$ cat config.mk
export PLATFORM = sky130hd
export DESIGN_NAME = fir_mac_scheduler
export DESIGN_NICKNAME = d
export VERILOG_FILES = /design/src/rtl/fir_ctrl_pkg.sv /design/src/rtl/fir_mac_sat.sv /design/src/rtl/fir_mac_scheduler.sv
export SDC_FILE = /design/constraint.sdc
export NUM_CORES = 2
export LEC_CHECK = 0
export BUFFER_PORTS_ARGS = -buffer_cell sky130_fd_sc_hd__buf_2
export CAP_MARGIN = 20
export CORE_MARGIN = 3
export CORE_UTILIZATION = 48
export DETAILED_ROUTE_END_ITERATION = 10
export PLACE_DENSITY = 0.65
export REMOVE_ABC_BUFFERS = 1
export SLEW_MARGIN = 10
export SYNTH_ARGS = -nofsm -noshare
export SYNTH_HDL_FRONTEND = slang
export SYNTH_SLANG_ARGS = --single-unit
$ cat constraint.sdc
create_clock -name clk -period 10.63 [get_ports clk]
set_input_delay 1.5945 -clock clk [delete_from_list [all_inputs] [get_ports clk]]
set_output_delay 1.5945 -clock clk [all_outputs]
set_load 0.005 [all_outputs]
$ cat src/rtl/fir_ctrl_pkg.sv
// Shared types and constants for the time-multiplexed FIR controller.
// Default widths and the accumulator sizing helper live here.
package fir_ctrl_pkg;

    typedef enum logic [1:0] {
        ST_IDLE,
        ST_MAC,
        ST_TAIL,
        ST_DONE
    } fir_state_t;

    localparam int DEF_WIDTH      = 20;
    localparam int DEF_TAPS       = 16;
    localparam int DEF_COEF_WIDTH = 16;
    localparam int COEF_FRAC      = DEF_COEF_WIDTH - 1;

    // Full product plus log2(taps) guard bits, so summing every tap cannot overflow.
    function automatic int acc_width(input int width, input int coef_width, input int taps);
        return width + coef_width + $clog2(taps);
    endfunction

endpackage

$ cat src/rtl/fir_mac_sat.sv
// Registered multiply-accumulate with synchronous clear, followed by the
// Q1.(COEF_WIDTH-1) rescale and saturation down to WIDTH bits.
module fir_mac_sat #(
    parameter int WIDTH      = 20,
    parameter int COEF_WIDTH = 16,
    parameter int ACC_W      = 40
) (
    input  logic                    clk,
    input  logic                    rst,
    input  logic                    clear,
    input  logic                    en,
    input  logic signed [COEF_WIDTH-1:0] coef,
    input  logic signed [WIDTH-1:0] sample,
    output logic signed [WIDTH-1:0] result
);
    localparam int PW = WIDTH + COEF_WIDTH;
    localparam logic signed [ACC_W-1:0] SAT_MAX = {{(ACC_W-WIDTH+1){1'b0}}, {(WIDTH-1){1'b1}}};
    localparam logic signed [ACC_W-1:0] SAT_MIN = {{(ACC_W-WIDTH+1){1'b1}}, {(WIDTH-1){1'b0}}};

    logic signed [PW-1:0]    product;
    logic signed [ACC_W-1:0] acc;
    logic signed [ACC_W-1:0] shifted;

    assign product = coef * sample;

    always_ff @(posedge clk) begin
        if (rst || clear) begin
            acc <= '0;
        end else if (en) begin
            acc <= acc + {{(ACC_W-PW){product[PW-1]}}, product};
        end
    end

    // Arithmetic shift floors toward -inf, then clamp into the output range.
    assign shifted = acc >>> (COEF_WIDTH - 1);

    always_comb begin
        result = shifted[WIDTH-1:0];
        if (shifted > SAT_MAX) begin
            result = SAT_MAX[WIDTH-1:0];
        end else if (shifted < SAT_MIN) begin
            result = SAT_MIN[WIDTH-1:0];
        end
    end

endmodule

$ cat src/rtl/fir_mac_scheduler.sv
// Time-multiplexed FIR controller: circular delay line, coefficient ROM
// address sequencing and a single shared MAC, one sample per TAPS+3 cycles.
module fir_mac_scheduler
    import fir_ctrl_pkg::*;
#(
    parameter int WIDTH      = DEF_WIDTH,
    parameter int TAPS       = DEF_TAPS,
    parameter int COEF_WIDTH = DEF_COEF_WIDTH
) (
    input  logic                         clk,
    input  logic                         rst,
    input  logic signed [WIDTH-1:0]      input_sig,
    input  logic                         ready,
    output logic [$clog2(TAPS)-1:0]      coef_addr,
    input  logic signed [COEF_WIDTH-1:0] coef_data,
    output logic signed [WIDTH-1:0]      filtred_sig,
    output logic                         sig_valid,
    output logic                         busy,
    output logic                         overrun,
    output fir_state_t                   fsm_state
);
    localparam int AW    = $clog2(TAPS);
    localparam int ACC_W = acc_width(WIDTH, COEF_WIDTH, TAPS);

    fir_state_t state, next_state;

    logic signed [WIDTH-1:0] mem [TAPS];
    logic [AW-1:0]           wp;
    logic [AW-1:0]           base;
    logic [AW-1:0]           k;
    logic                    tail_cnt;
    logic                    tap_v;
    logic signed [WIDTH-1:0] samp_q;
    logic signed [WIDTH-1:0] mac_result;
    logic                    accept;
    logic                    issue;

    assign accept = (state == ST_IDLE) && ready;
    // The last address goes out during the first TAIL cycle; the second only drains.
    assign issue  = (state == ST_MAC) || ((state == ST_TAIL) && !tail_cnt);

    always_ff @(posedge clk) begin
        if (rst) begin
            state <= ST_IDLE;
        end else begin
            state <= next_state;
        end
    end

    always_comb begin
        next_state = state;
        case (state)
            ST_IDLE: if (ready) next_state = ST_MAC;
            ST_MAC:  if (k == AW'(TAPS - 2)) next_state = ST_TAIL;
            ST_TAIL: if (tail_cnt) next_state = ST_DONE;
            ST_DONE: next_state = ST_IDLE;
            default: next_state = ST_IDLE;
        endcase
    end

    always_ff @(posedge clk) begin
        if (rst) begin
            for (int i = 0; i < TAPS; i++) mem[i] <= '0;
            wp          <= '0;
            base        <= '0;
            k           <= '0;
            tail_cnt    <= 1'b0;
            tap_v       <= 1'b0;
            samp_q      <= '0;
            filtred_sig <= '0;
            sig_valid   <= 1'b0;
            overrun     <= 1'b0;
        end else begin
            sig_valid <= (state == ST_DONE);
            overrun   <= ready && (state != ST_IDLE);
            tail_cnt  <= (state == ST_TAIL) && !tail_cnt;
            // Sample is fetched in the same cycle the ROM reads, so both arrive together.
            tap_v     <= issue;
            samp_q    <= mem[base - k];
            if (accept) begin
                mem[wp] <= input_sig;
                base    <= wp;
                wp      <= wp + AW'(1);
                k       <= '0;
            end
            if (state == ST_MAC) begin
                k <= k + AW'(1);
            end
            if (state == ST_DONE) begin
                filtred_sig <= mac_result;
            end
        end
    end

    fir_mac_sat #(
        .WIDTH      (WIDTH),
        .COEF_WIDTH (COEF_WIDTH),
        .ACC_W      (ACC_W)
    ) u_mac (
        .clk    (clk),
        .rst    (rst),
        .clear  (accept),
        .en     (tap_v),
        .coef   (coef_data),
        .sample (samp_q),
        .result (mac_result)
    );

    assign coef_addr = k;
    assign busy      = (state != ST_IDLE);
    assign fsm_state = state;

endmodule
==> flow_summary.toml <==
[clocking]
path_clk_slew_ns = 0.06
ctsHoldBuffers = 0
cts_buffer_depth = 3
numCtsBuffers = 46
h-tree-depth = 2
postCtsSetupBuffers = 0
root_buffer = "clkbuf_16"
tritoncts = "built"
cts_resized = 0
clk_latency_ns = 0.61
clock_sinks = 418

[route]
wl_um = 77000
ant_nets = 0
drc = 0
drt-pass1-iter-count = 5
drt-initial-drc-count = 1292
wl_per_cell_um = 20.3
viasPerCell = 5.49
num_vias = 20800

[sta]
slew_headroom = 0.323
finalMaxSlewViolations = 0
setup_viol = 0
period_share = 0.899
fmax_mhz = 105
finalClockSkew_ns = 0.0370
worst_pin_slew_ns = 1.02
rsz0062_at_grt = "no"
setup_tns_ns = 0
hold_viol_final = 0
min_period_ns = 9.56

[floorplan]
start_util = 0.486
io_pins = 68
die_h_um = 264
die_w_um = 264
die_area_um2 = 69800
num_rows = 94
core_um2 = 65900

[synth]
synth_edf_count = 320
synth_cells = 2919
synth_async_sr_flop_share = 0
synth_top_flop_cell = "edfxtp_1"
post_synth.cell_area_avg_um2 = 11.0
synth_cell_type_count = 67
ys_seq_elements = 418
yosysSeqAreaShare = 0.362
ys.warnings.count = 0
netlist_area_um2 = 32000

[place]
place_congestion = 0.900
io_buffers = 67
dp_hpwl_um = 54700
placed_cell_area_um2 = 33000
dp.cells = 3710

[critical_path]
cpPeakStageDelay_ns = 0.67
endpoint_kind = "flop"
regToRegStartpoint = "samp_q[16]"
startpoint_type = "primary input"
r2r_cells = 29
cp.required_ns = 11.10
cp_common_cell = "fa_1"
rrSetupSlack_ns = 1.58
rr_endpoint = "u_mac.acc[39]"
crit_slowest_cell = "fa_1"
path_max_fanout = 20
path_class = "in2reg"
cp.arrival_ns = 10.02

[cells_and_area]
syn_to_final_growth_pct = 8.19
num-nets-final = 3400
drive_above_1_share = 0.0956
fillers = 5696
stdcell_count = 3796
multiInputGateArea_um2 = 18500
register_area_um2 = 11600
final_util = 0.525
finalInstanceArea_um2 = 34600

[min_path]
hp-start = "base[0]"
min_path_cells = 2
hold_path_end = "base[0]"
holdCritPathClass = "reg2reg"

[global_routing]
grt.met2_usage = 0.402
grt_max_degree = 79
grt_usage = 0.226
use_met3 = 0.0284
grt_pass1_vias = 22500
grt_remaining_overflow = 0
grt.busiest_layer = "met2"
grt_use_met1 = 0.282
grt_pass1_wl_um = 124000
grt_antenna_before_repair = 3

[run_status]
outcome = "finished clean"

[job]
cap_violations = 0
-- flip-flops by register name, indices dropped and copies added (netlist names) --
register,cells
samp_q,20
u_mac.acc,40
wp,4
filtred_sig,20
overrun,1
base,4
mem,320
tap_v,1
tail_cnt,1
coef_addr,4
sig_valid,1
fsm_state,2
-- cell type report --
type,count,area share
Multi-Input combinational cell,1961,0.534
Sequential cell,418,0.334
Inverter,375,0.0407
Clock buffer,60,0.0356
Tap cell,864,0.0312
Timing Repair Buffer,92,0.0151
Clock inverter,24,0.00907
Antenna cell,2,0.000145
-- worst max path at each step --
| stage | startpoint | end | slack (ns) | cells past startpoint |
|---|---|---|---|---|
| after detailed placement | coef_data[1] | u_mac.acc[39] | 0.51 | 32 |
| after CTS | coef_data[1] | u_mac.acc[39] | 1.10 | 32 |
| after global routing | coef_data[1] | u_mac.acc[39] | 0.65 | 32 |
| after global placement | coef_data[1] | u_mac.acc[39] | 0.61 | 32 |
| after floorplan | coef_data[1] | u_mac.acc[39] | 1.48 | 31 |
| final | coef_data[1] | u_mac.acc[39] | 1.07 | 32 |
-- kinds of logic (layout without fill, tap and decap cells) --
kind of cell / Yosys count / after routing / synth area share
mux: 127 / 127 / 0.0712
compound gates: 308 / 308 / 0.0621
simple gates: 985 / 985 / 0.164
other cells: 0 / 2 / 0
flops: 418 / 418 / 0.362
buf+inv: 540 / 551 / 0.0634
fa+ha+maj: 467 / 467 / 0.258
xor+xnor: 74 / 74 / 0.0203
-- per-stage QoR --
stage / hold slack (ns) / setup WS [ns]
6_report: 0.460 / 1.07
5_1_grt: 0.485 / 0.653
4_1_cts: 0.468 / 1.10
3_5_place_dp: 0.460 / 0.512
3_3_place_gp: 0.449 / 0.609
2_1_floorplan: 0.430 / 1.48
-- layer usage --
metal,share of wire,vias up
met4,0.036,0
met2,0.52,520
met3,0.045,137
li1,-,9555
met1,0.40,10600
met5,0,-
-- cell usage in the layout, fill, tap and decap left out, types with 7 or more instances in the layout --
cell	count
a211oi_1	48
a21o_1	35
a21oi_1	100
a31oi_1	8
and2_1	472
buf_2	67
buf_4	25
clkbuf_1	11
clkbuf_16	46
clkinv_1	7
dfxtp_1	97
edfxtp_1	320
fa_1	319
ha_1	146
inv_1	375
mux2i_1	45
mux4_2	80
nand2_1	223
nand2b_1	18
nand3_1	22
nand4_1	7
nor2_1	133
nor2b_1	29
nor3_1	34
o21a_1	14
o21ai_0	45
o21bai_1	12
or2_2	19
xnor2_1	50
xor2_1	22
-- cell usage after synthesis, types with 4 or more instances --
| cell | number | share of area |
|---|---|---|
| mux2i_1 | 45 | 0.014 |
| or3_1 | 6 | 0.0012 |
| o21bai_1 | 12 | 0.0028 |
| clkbuf_1 | 149 | 0.017 |
| a31oi_1 | 8 | 0.0016 |
| o21a_1 | 14 | 0.0033 |
| nand2_1 | 223 | 0.026 |
| fa_1 | 320 | 0.20 |
| o21ai_0 | 45 | 0.0070 |
| inv_1 | 375 | 0.044 |
| nand2b_1 | 18 | 0.0035 |
| a21o_1 | 35 | 0.0082 |
| or2_2 | 19 | 0.0037 |
| nor2b_1 | 29 | 0.0057 |
| nand3_1 | 22 | 0.0034 |
| mux4_2 | 80 | 0.056 |
| xnor2_1 | 52 | 0.014 |
| nand4_1 | 7 | 0.0014 |
| nor3_1 | 38 | 0.0059 |
| edfxtp_1 | 320 | 0.30 |
| dfxtp_1 | 98 | 0.061 |
| ha_1 | 147 | 0.057 |
| a21oi_1 | 100 | 0.016 |
| and2_1 | 472 | 0.092 |
| a211oi_1 | 48 | 0.011 |
| xor2_1 | 22 | 0.0060 |
| o211ai_1 | 6 | 0.0014 |
| and3_1 | 4 | 0.00078 |
| nor2_1 | 133 | 0.016 |
| buf_1 | 15 | 0.0018 |
-- critical path, delay by kind of cell --
kind            cells  cell delay [ns]
compound gates      9             2.10
xor+xnor            1             0.14
fa+ha+maj           8             3.79
buf+inv             6             0.64
mux                 2             0.37
simple gates        6             1.35
Power is not shown: default switching activity piles up to over one toggle a cycle in this logic, so the estimate is an artifact.
